File: config.mk
export PLATFORM = sky130hd
export DESIGN_NAME = fp_exec_sequencer_flat
export DESIGN_NICKNAME = d
export VERILOG_FILES = /design/src/rtl/fp_exec_sequencer_if.sv /design/src/rtl/fp_exec_sequencer.sv /design/src/flat_wrapper.sv
export SDC_FILE = /design/constraint.sdc
export NUM_CORES = 1
export LEC_CHECK = 0
export ABC_AREA = 1
export BUFFER_PORTS_ARGS = -buffer_cell sky130_fd_sc_hd__buf_2
export CAP_MARGIN = 20
export CORE_ASPECT_RATIO = 0.7
export CORE_MARGIN = 3
export CORE_UTILIZATION = 41
export DETAILED_ROUTE_END_ITERATION = 8
export PLACE_DENSITY = 0.78
export SLEW_MARGIN = 10
export SYNTH_ARGS = -nofsm -noshare
export SYNTH_HDL_FRONTEND = slang
export SYNTH_SLANG_ARGS = --single-unit
export TNS_END_PERCENT = 30
File: constraint.sdc
create_clock -name clk -period 1.25 [get_ports clk]
set_input_delay 0.125 -clock clk [delete_from_list [all_inputs] [get_ports clk]]
set_output_delay 0.125 -clock clk [all_outputs]
set_load 0.005 [all_outputs]
File: src/rtl/fp_exec_sequencer_if.sv
// Execute-stage FP sequencing bus: pipeline control in, alu_fp result in,
// start/stall/select and captured result out.
interface fp_exec_sequencer_if #(
  parameter int N = 24
);
  // Pipeline control and alu_fp outputs seen by the sequencer
  logic         ValidE;
  logic         ALUSelE;
  logic         FlushE;
  logic         StallExtE;
  logic [N-1:0] FPResult;
  logic [3:0]   FPFlags;
  // Sequencer outputs
  logic         FPStart;
  logic         StallFP;
  logic         ALUSelOut;
  logic [N-1:0] FPResultH;
  logic [3:0]   FPFlagsH;
  logic         FPBusy;

  // Sequencer side
  modport master (
    input  ValidE, ALUSelE, FlushE, StallExtE, FPResult, FPFlags,
    output FPStart, StallFP, ALUSelOut, FPResultH, FPFlagsH, FPBusy
  );

  // Pipeline / alu_fp side
  modport slave (
    output ValidE, ALUSelE, FlushE, StallExtE, FPResult, FPFlags,
    input  FPStart, StallFP, ALUSelOut, FPResultH, FPFlagsH, FPBusy
  );
endinterface

File: src/rtl/fp_exec_sequencer.sv
// Sequences the multi-cycle alu_fp in the execute stage: start pulse,
// latency countdown, F/D/E stall, result/flag capture and result-mux select.
module fp_exec_sequencer #(
  parameter int N      = 24,
  parameter int FP_LAT = 4,
  parameter int CNT_W  = 3
) (
  input  logic                 clk,
  input  logic                 rst,
  fp_exec_sequencer_if.master  bus
);

  typedef enum logic [1:0] {
    IDLE = 2'd0,
    RUN  = 2'd1,
    DONE = 2'd2
  } state_t;

  state_t             state_reg;
  state_t             state_next;
  logic [CNT_W-1:0]   cnt_reg;
  logic [N-1:0]       result_reg;
  logic [3:0]         flags_reg;

  // A real, unflushed FP instruction sitting in E while we are idle
  logic start_req;
  assign start_req = bus.ValidE & bus.ALUSelE & ~bus.FlushE;

  // State register
  always_ff @(posedge clk or negedge rst) begin
    if (!rst) begin
      state_reg <= IDLE;
    end else begin
      state_reg <= state_next;
    end
  end

  // Next-state logic; DONE never restarts, the next FP op issues from IDLE
  always_comb begin
    state_next = state_reg;
    unique case (state_reg)
      IDLE: if (start_req) state_next = RUN;
      RUN: begin
        if (bus.FlushE)             state_next = IDLE;
        else if (cnt_reg == '0)     state_next = DONE;
      end
      DONE: begin
        if (bus.FlushE || !bus.StallExtE) state_next = IDLE;
      end
      default: state_next = IDLE;
    endcase
  end

  // Outputs; StallExtE only matters in DONE, where the held result waits for M
  always_comb begin
    bus.FPStart   = 1'b0;
    bus.StallFP   = 1'b0;
    bus.ALUSelOut = 1'b0;
    unique case (state_reg)
      IDLE: begin
        bus.FPStart = start_req;
        bus.StallFP = start_req;
      end
      RUN: begin
        bus.StallFP = 1'b1;
      end
      DONE: begin
        bus.ALUSelOut = 1'b1;
        bus.StallFP   = bus.StallExtE;
      end
      default: ;
    endcase
  end

  assign bus.FPBusy = (state_reg != IDLE);

  // Latency counter: loaded on start so that capture lands FP_LAT-1 cycles later
  always_ff @(posedge clk or negedge rst) begin
    if (!rst) begin
      cnt_reg <= '0;
    end else if (state_reg == IDLE && start_req) begin
      cnt_reg <= CNT_W'(FP_LAT - 2);
    end else if (state_reg == RUN && !bus.FlushE && cnt_reg != '0) begin
      cnt_reg <= cnt_reg - CNT_W'(1);
    end
  end

  // Result/flag capture; held untouched outside the capture cycle
  always_ff @(posedge clk or negedge rst) begin
    if (!rst) begin
      result_reg <= '0;
      flags_reg  <= '0;
    end else if (state_reg == RUN && !bus.FlushE && cnt_reg == '0) begin
      result_reg <= bus.FPResult;
      flags_reg  <= bus.FPFlags;
    end
  end

  assign bus.FPResultH = result_reg;
  assign bus.FPFlagsH  = flags_reg;

endmodule

File: src/flat_wrapper.sv
// flat-port wrapper written by rule: the top's interface ports become plain ports
module fp_exec_sequencer_flat 
#(
  parameter int N      = 24,
  parameter int FP_LAT = 4,
  parameter int CNT_W  = 3
)
  (clk, rst, bus_ValidE, bus_ALUSelE, bus_FlushE, bus_StallExtE, bus_FPResult, bus_FPFlags, bus_FPStart, bus_StallFP, bus_ALUSelOut, bus_FPResultH, bus_FPFlagsH, bus_FPBusy);
  fp_exec_sequencer_if #(.N(N)) bus_i ();
  input  logic clk;
  input  logic rst;
  input wire logic [$bits(bus_i.ValidE)-1:0] bus_ValidE;
  input wire logic [$bits(bus_i.ALUSelE)-1:0] bus_ALUSelE;
  input wire logic [$bits(bus_i.FlushE)-1:0] bus_FlushE;
  input wire logic [$bits(bus_i.StallExtE)-1:0] bus_StallExtE;
  input wire logic [$bits(bus_i.FPResult)-1:0] bus_FPResult;
  input wire logic [$bits(bus_i.FPFlags)-1:0] bus_FPFlags;
  output wire logic [$bits(bus_i.FPStart)-1:0] bus_FPStart;
  output wire logic [$bits(bus_i.StallFP)-1:0] bus_StallFP;
  output wire logic [$bits(bus_i.ALUSelOut)-1:0] bus_ALUSelOut;
  output wire logic [$bits(bus_i.FPResultH)-1:0] bus_FPResultH;
  output wire logic [$bits(bus_i.FPFlagsH)-1:0] bus_FPFlagsH;
  output wire logic [$bits(bus_i.FPBusy)-1:0] bus_FPBusy;
  assign bus_i.ValidE = bus_ValidE;
  assign bus_i.ALUSelE = bus_ALUSelE;
  assign bus_i.FlushE = bus_FlushE;
  assign bus_i.StallExtE = bus_StallExtE;
  assign bus_i.FPResult = bus_FPResult;
  assign bus_i.FPFlags = bus_FPFlags;
  assign bus_FPStart = bus_i.FPStart;
  assign bus_StallFP = bus_i.StallFP;
  assign bus_ALUSelOut = bus_i.ALUSelOut;
  assign bus_FPResultH = bus_i.FPResultH;
  assign bus_FPFlagsH = bus_i.FPFlagsH;
  assign bus_FPBusy = bus_i.FPBusy;
  fp_exec_sequencer #(.N(N), .FP_LAT(FP_LAT), .CNT_W(CNT_W)) u_core (.clk(clk), .rst(rst), .bus(bus_i));
endmodule
# Yosys cells after proc, flatten, opt, wreduce, memory -nomap -nowiden
# Cells that the tools add are included.
totals:
  regBits: 33
  out_inout_bits: 32
  word_cells: 36
op_classes:
  add_sub_neg: 1
  n_eq_ne: 5
  n_mux: 10
  bitwise_logic: 3
  n_reduce_logical: 13
op_table:
  columns: ["cell", "count"]
  rows:
  - ["$mux W2", 4]
  - ["$mux W3", 2]
  - ["$pmux W2 S3", 1]
  - ["$logic_and A1 B1 Y1", 4]
  - ["$ne A2 B1 Y1 const B", 2]
  - ["$reduce_bool A2 Y1", 2]
  - ["$logic_not A3 Y1", 1]
  - ["$ne A3 B3 Y1 const B", 1]
  - ["$pmux W1 S3", 1]
  - ["$reduce_and A3 Y1", 1]
  - ["$reduce_bool A3 Y1", 1]
  - ["$sub A3 B1 Y3 const B", 1]
  - ["$and A1 B1 Y1", 2]
  - ["$eq A2 B1 Y1 const B", 1]
  - ["$eq A2 B2 Y1 const B", 1]
  - ["$logic_not A1 Y1", 2]
  - ["$logic_not A2 Y1", 1]
  - ["$mux W1", 2]
  - ["$logic_or A1 B1 Y1", 1]
  - ["$not A1 Y1", 1]

# Logic depth before layout (Yosys ltp)
# Gate-level depths: netlist (run 1).
logic_depth:
  ltp_word: 5
  mapped_depth: 9

# Least setup slack after synthesis (run 1)
# OpenSTA, ideal clock, no wires.
synth_path:
  path_type: "flip-flop to flip-flop"
  startpoint: "register u_core.cnt_reg[0]"
  endpoint: "register u_core.flags_reg[0], in the netlist u_core.bus.FPFlagsH[0]"
  t_arrival_ns: 1.164
  t_required_ns: 1.134
  slack_ns: -0.030
  path_stages_with_launch: 10
  n_path_buf: 2
  path_cell_list: "dfrtp_1 inv_1 ha_1 nand2_2 nor2_4 inv_2 buf_6 buf_6 nand2_1 nand2_1"
synth_via:
  elab_chain_len: 2
synth_lines:
  columns: ["item", "line", "text"]
  rows:
  - ["start: declaration", "fp_exec_sequencer.sv:21", "logic [CNT_W-1:0] cnt_reg;"]
  - ["start signal: assignment", "fp_exec_sequencer.sv:82", "cnt_reg <= CNT_W'(FP_LAT - 2);"]
  - ["start signal: assignment", "fp_exec_sequencer.sv:84", "cnt_reg <= cnt_reg - CNT_W'(1);"]
  - ["$logic_not A3 Y1", "fp_exec_sequencer.sv:93", "end else if (state_reg == RUN && !bus.FlushE && cnt_reg == '0) begin"]
  - ["$logic_and A1 B1 Y1", "fp_exec_sequencer.sv:93", null]
  - ["end signal: assignment", "fp_exec_sequencer.sv:95", "flags_reg <= bus.FPFlags;"]
  - ["end: declaration", "fp_exec_sequencer.sv:23", "logic [3:0] flags_reg;"]
# No other way between the ends.
# A chain may end at the register's enable or synchronous reset.

# Final worst setup path (run 1)
layout_path:
  startpoint: "register u_core.state_reg[0]"
  endpoint: "register u_core.result_reg[14], in the netlist u_core.bus.FPResultH[14]"
layout_via:
  elab_chain_len: 3
layout_lines:
  columns: ["item", "line", "text"]
  rows:
  - ["start: declaration", "fp_exec_sequencer.sv:19", "state_t state_reg;"]
  - ["start signal: assignment", "fp_exec_sequencer.sv:34", "state_reg <= state_next;"]
  - ["$eq A2 B1 Y1", "fp_exec_sequencer.sv:93", null]
  - ["$logic_and A1 B1 Y1 (2 in a row)", "fp_exec_sequencer.sv:93", null]
  - ["end signal: assignment", "fp_exec_sequencer.sv:94", "result_reg <= bus.FPResult;"]
  - ["end: declaration", "fp_exec_sequencer.sv:22", "logic [N-1:0] result_reg;"]
# No other way between the ends.

==> results of run 1 <==
==> critical path: cells and delay by family (launching register included) <==
family,cells,cell delay [ns]
AND/OR/NAND/NOR,4,0.42
flip-flops,1,0.40
buffers and inverters,3,0.35
==> power by group <==
part	total (mW)	internal, mW	switching, mW
sequential	1.87	1.58	0.290
clock	0.783	0.436	0.347
combinational	1.55	0.802	0.745
==> repair_timing <==
action                                  in CTS  in global routing
cloned                                       3                  0
resized for setup                           15                  2
hold buffers                                 1                  0
buffers inserted                             6                  0
pin swaps                                    6                  2
endpoints found under the hold margin       33                  0
endpoints found under the setup margin      30                 34
==> layout make-up <==
type                       instances  share of cell area (%)
sequential                        33                    40.6
timing repair buffer              79                    25.6
multi-input combinational        111                    24.4
clock buffer                       7                    4.24
tap                               47                    2.89
inverter                          11                    2.27
==> cell usage in the layout (no fill, tap or decap), drive strengths merged <==
cell         synthesis  layout
buf                  6      78
clkbuf               0       7
dfrtp               33      33
dlygate4sd3          0       1
ha                   2       2
inv                 11      11
nand2               94      94
nand3                6       6
nand3b               1       1
nor2                 6       6
o21ai                1       1
xor2                 1       1
==> layer usage <==
metal / track usage, % / wire [um] / vias to the layer above
met3: 5.50 / 285 / 5
met1: 21.2 / 1500 / 538
met5: 0 / 0 / -
met2: 26.9 / 1420 / 57
li1: - / - / 639
met4: 11.3 / 47 / 0
==> worst max-delay path by stage <==
stage | start | endpoint | slack (ns) | depth (start not counted)
after floorplan | u_core.cnt_reg[0] | u_core.bus.FPFlagsH[0] | 0.01 | 9
after global placement | u_core.cnt_reg[0] | u_core.bus.FPResultH[4] | 0.03 | 8
after detailed placement | u_core.cnt_reg[0] | u_core.bus.FPResultH[17] | -0.01 | 8
after CTS | u_core.cnt_reg[1] | u_core.bus.FPResultH[22] | -0.02 | 8
after global routing | u_core.state_reg[0] | u_core.bus.FPResultH[9] | -0.1 | 7
final | u_core.state_reg[0] | u_core.bus.FPResultH[14] | -0.02 | 7
==> stage by stage <==
stage          utilization [%]  setup TNS [ns]  power, mW  worst slack (ns)  area (um2)
2_1_floorplan                -               0       2.51            0.0113        1400
5_1_grt                   63.4           -2.28       4.56           -0.0966        2040
3_5_place_dp              55.2          -0.120       3.19           -0.0147        1770
4_1_cts                   63.3          -0.320       4.22           -0.0195        2030
3_3_place_gp              55.2               0       3.14            0.0318        1770
6_report                  63.4          -0.265       4.20           -0.0197        2040
==> cells by family after synthesis <==
kind of cell               Yosys count  share of synthesized area, %
AOI/OAI and AO/OA                    1                         0.358
xor gates and xnor gates             1                         0.628
adders and majority gates            2                          1.79
buffers and inverters               17                          7.35
DFF                                 33                          59.2
and+or+nand+nor                    107                          30.7
==> impl_results.md, run 1 <==
- Tmin final: 1.27 ns
- Root buf cell: clkbuf_8
- Post-DP HPWL: 2.11 mm
- Leakage: 1.23 nW
- Slew Limit Fails: 0
- First-pass GRT wire length: 5.04 mm
- Tightest Pin Transition: 0.399 ns
- CP Capture Type: flip-flop
- Clock Skew: 0.00244 ns
- CP required: 1.42 ns
- Share of the synthesized area in the top cell type: 59.2%
- Gr usage total: 17.5%
- Footprint of the multi-input gates: 497 um2
- Reg clk slew, reported paths: 0.06 ns
- Initial DRC Count: 29
- Min-Delay Endpoint: u_core.bus.FPResultH[18]
- Total number of vias: 1239
- Largest cells by area after synthesis: dfrtp_1 59%, nand2_1 25%, buf_6 4.0%
- Reported max-cap violation count: 0
- Crit-path cells: buf_4 > nand3_2 > nor2_4 > inv_6 > buf_12 > nand2_1 > nand2_1
- Pin count of the biggest net entering global routing: 34
- Vias per cell: 4.30
- Hold Slack: 0.0401 ns
- Power Dens Cells: 2060 nW/um2
- Share of layout cells above drive strength 1: 40.7%
- Antenna cells: 0
- Failing checks: negative setup slack
- Placed cell count: 271
- FF-to-FF End: u_core.bus.FPResultH[14]
- Top FF cell, synth: dfrtp_1
- Row cnt: 17
- CP max stage delay: 0.40 ns
- Startpoint types: flip-flop
- I/O pin cnt: 66
- Final Non-Filler Cells: 288
- Mapped cell area: 1400 um2
- Nets@finish: 277
- WL/cell: 11.3 um
- CTS buffer count: 5
- Outcome: complete, but fails checks
- Seq cells post-synth: 33
- Total gr overflow: 0
- Initial antenna violation count: 0
- Count of final setup violators: 28
- Vias in the first global route: 1112
- Final WS setup: -0.0197 ns
- Post-synth EDFFs: 0
- Depth of the CTS H-tree: 2
- Synth Area per Inst: 8.67 um2
- RSZ-0062 raised after global routing: yes
- Ys async rst share: 100%
- Final WL: 3.25 mm
- Synth area leader: dfrtp_1
- Synth unique cells: 15
- Max reg flops: 24
- Syn Inst Count: 161
- Crit Path Class: reg2reg
- Maximum VDD drop: 0.00110 V
- Worst skew pair latency: 0.28 ns
- Critical Path Most Common Cell: nand2_1
- Post-synth top cells: 93 x nand2_1, 33 x dfrtp_1, 10 x inv_1
- Hold path start: bus_FPResult[18]
- FF+latch area: 827 um2
- R2r setup slk: -0.02 ns
- Die Y-Extent: 54.8 um
- Most common cell in the synthesized netlist: nand2_1
- Syn Nets: 197
- CTS tree: done
- DIE AREA: 4150 um2
- Worst Hold Depth: 3
- Fillers: 265
- Seq/Total Area, Yosys: 59.2%
- Slew Limit Headroom: 73.4%
- Chip Width: 75.7 um
- Tcrit/Tclk final: 102%
- Reg-to-Reg Start: u_core.state_reg[0]
- DR pass1 iterations: 4
- TritonCTS sink count: 33
- Maximum clock rate: 788 MHz
- Number of routed nets with antenna violations: 0
- GP Congestion: 0.780
- # DRC: 0
- Final hold viol count: 0
- Worst-path fanout max: 6
- Synth warnings: 0
- Worst Hold Class: in2reg
- I/O Buffers: 65
- Worst Path Arrival: 1.44 ns
- Syn-to-layout area delta: 46.0%
- Clock Path Buffers: 2
- Initial Util: 43.4%
- Core area: 3210 um2
- Critical path's slowest cell: dfrtp_2
- Register-to-Register Path Depth: 7
(Power assumes the default switching activity.)
==> run 2: changes to the inputs <==
- MAX_ROUTING_LAYER: not set -> met4
==> impl_results.md, run 2 (synthesis gave the netlist of run 1 again) <==
- Worst-path fanout max: 6 (unchanged)
- Maximum clock rate: 788 MHz (about the same)
- Die Y-Extent: 54.8 um (unchanged)
- Antenna cells: 0 (unchanged)
- Worst Hold Depth: 3 (unchanged)
- Chip Width: 75.7 um (unchanged)
- CTS buffer count: 5 (unchanged)
- I/O Buffers: 65 (unchanged)
- Post-DP HPWL: 2.11 mm (unchanged)
- Vias in the first global route: 1111 (was 1112)
- Placement Cell Area: 1770 um2 (unchanged)
- Final WS setup: -0.0197 ns (about the same)
- Reg clk slew, reported paths: 0.06 ns (about the same)
- Count of final setup violators: 28 (unchanged)
- Total gr overflow: 0 (unchanged)
- Syn-to-layout area delta: 46.0% (unchanged)
- Reg-to-Reg Start: u_core.state_reg[0] (unchanged)
- CTS tree: done (unchanged)
- Tightest Pin Transition: 0.399 ns (about the same)
- Pin count of the biggest net entering global routing: 34 (unchanged)
- Share of layout cells above drive strength 1: 40.7% (unchanged)
- CP Capture Type: flip-flop (unchanged)
- First-pass GRT wire length: 5.04 mm (about the same)
- # DRC: 0 (unchanged)
- Worst Hold Class: in2reg (unchanged)
- TritonCTS sink count: 33 (unchanged)
- Power Dens Cells: 2060 nW/um2 (about the same)
- Final hold viol count: 0 (unchanged)
- Worst skew pair latency: 0.28 ns (about the same)
- Crit Path Class: reg2reg (unchanged)
- FF+latch area: 827 um2 (unchanged)
- Clock Skew: 0.00244 ns (unchanged)
- Vias per cell: 4.30 (unchanged)
- Initial DRC Count: 29 (unchanged)
- Slew Limit Headroom: 73.4% (about the same)
- Outcome: complete, but fails checks (unchanged)
- I/O pin cnt: 66 (unchanged)
- Core area: 3210 um2 (unchanged)
- Total number of vias: 1239 (unchanged)
- Footprint of the multi-input gates: 497 um2 (unchanged)
- Row cnt: 17 (unchanged)
- CP max stage delay: 0.40 ns (about the same)
- Final WL: 3.25 mm (about the same)
- Worst Path Arrival: 1.44 ns (about the same)
- Max reg flops: 24 (unchanged)
- Tcrit/Tclk final: 102% (about the same)
- Critical path's slowest cell: dfrtp_2 (unchanged)
- Maximum VDD drop: 0.00110 V (about the same)
- Register-to-Register Path Depth: 7 (unchanged)
- RSZ-0062 raised after global routing: yes (unchanged)
- Fillers: 265 (unchanged)
- DR pass1 iterations: 4 (unchanged)
- Post-route cell area: 2040 um2 (unchanged)
- Placed cell count: 271 (unchanged)
- DIE AREA: 4150 um2 (unchanged)
- Post-Route Utilization: 63.4% (unchanged)
- Leakage: 1.23 nW (unchanged)
- Slew Limit Fails: 0 (unchanged)
- Clock Path Buffers: 2 (unchanged)
- Crit-path cells: buf_4 > nand3_2 > nor2_4 > inv_6 > buf_12 > nand2_1 > nand2_1 (unchanged)
- Tmin final: 1.27 ns (about the same)
- R2r setup slk: -0.02 ns (about the same)
- Reported max-cap violation count: 0 (unchanged)
- Failing checks: negative setup slack (unchanged)
- FF-to-FF End: u_core.bus.FPResultH[14] (unchanged)
- Most common cell after layout, fill and taps aside: nand2_1 (unchanged)
- Commonest non-fill, non-tap cells in the layout: 90 x nand2_1, 65 x buf_2, 32 x dfrtp_1 (unchanged)
- GP Congestion: 0.791 (was 0.780)
- Nets@finish: 277 (unchanged)
- Startpoint types: flip-flop (unchanged)
- Critical Path Most Common Cell: nand2_1 (unchanged)
- Min-Delay Endpoint: u_core.bus.FPResultH[18] (unchanged)
- Hold path start: bus_FPResult[18] (unchanged)
- Initial Util: 43.4% (unchanged)
- Gr usage total: 18.0% (was 17.5%)
- Root buf cell: clkbuf_8 (unchanged)
- WL/cell: 11.3 um (about the same)
- Final Non-Filler Cells: 288 (unchanged)
- CP required: 1.42 ns (about the same)
- Post-place setup slack: -0.0147 ns (unchanged)
- Initial antenna violation count: 0 (unchanged)
- Depth of the CTS H-tree: 2 (unchanged)
- Number of routed nets with antenna violations: 0 (unchanged)
-- run 2: layout make-up --
type                       count  area share, %
multi-input combinational    111           24.4
clock buffer                   7           4.24
sequential                    33           40.6
timing repair buffer          79           25.6
inverter                      11           2.27
tap                           47           2.89
-- run 2: critical path: cells and delay by family, from the launching register on --
kind                   cells  cell delay, ns
AND/OR/NAND/NOR            4            0.42
flip-flops                 1            0.40
buffers and inverters      3            0.35
-- run 2: timing repair --
action,CTS,global route
hold buffers,1,0
resized for setup,15,2
hold endpoints to repair,33,0
endpoints found under the setup margin,30,34
buffers inserted,6,0
pin swaps,6,2
cloned,3,0
-- run 2: routing by layer --
metal,wire (um),part of all wire [%],global-route usage (%)
met5,0,0,-
met2,1420,44,26.9
met3,278,8.6,5.32
met1,1500,46,21.3
met4,47,1.4,11.3
-- run 2: worst max path at each step --
stage | start | end | cells past startpoint
3_5_place_dp | u_core.cnt_reg[0] | u_core.bus.FPResultH[17] | 8
5_1_grt | u_core.state_reg[0] | u_core.bus.FPResultH[9] | 7
2_1_floorplan | u_core.cnt_reg[0] | u_core.bus.FPFlagsH[0] | 9
3_3_place_gp | u_core.cnt_reg[0] | u_core.bus.FPResultH[4] | 8
6_report | u_core.state_reg[0] | u_core.bus.FPResultH[14] | 7
4_1_cts | u_core.cnt_reg[1] | u_core.bus.FPResultH[22] | 8
-- run 2: report_power, final --
| group | switching [mW] | total, mW | internal [mW] |
|---|---|---|---|
| clock | 0.347 | 0.783 | 0.436 |
| sequential | 0.290 | 1.87 | 1.58 |
| combinational | 0.745 | 1.55 | 0.802 |
-- run 2: per-stage QoR --
stage	total power, mW	hold WS, ns	setup TNS, ns
after floorplan	2.51	-0.171	0
after global placement	3.14	0.165	0
after detailed placement	3.19	0.166	-0.120
after CTS	4.22	0.0289	-0.320
after global routing	4.56	0.0449	-2.28
final	4.20	0.0401	-0.263
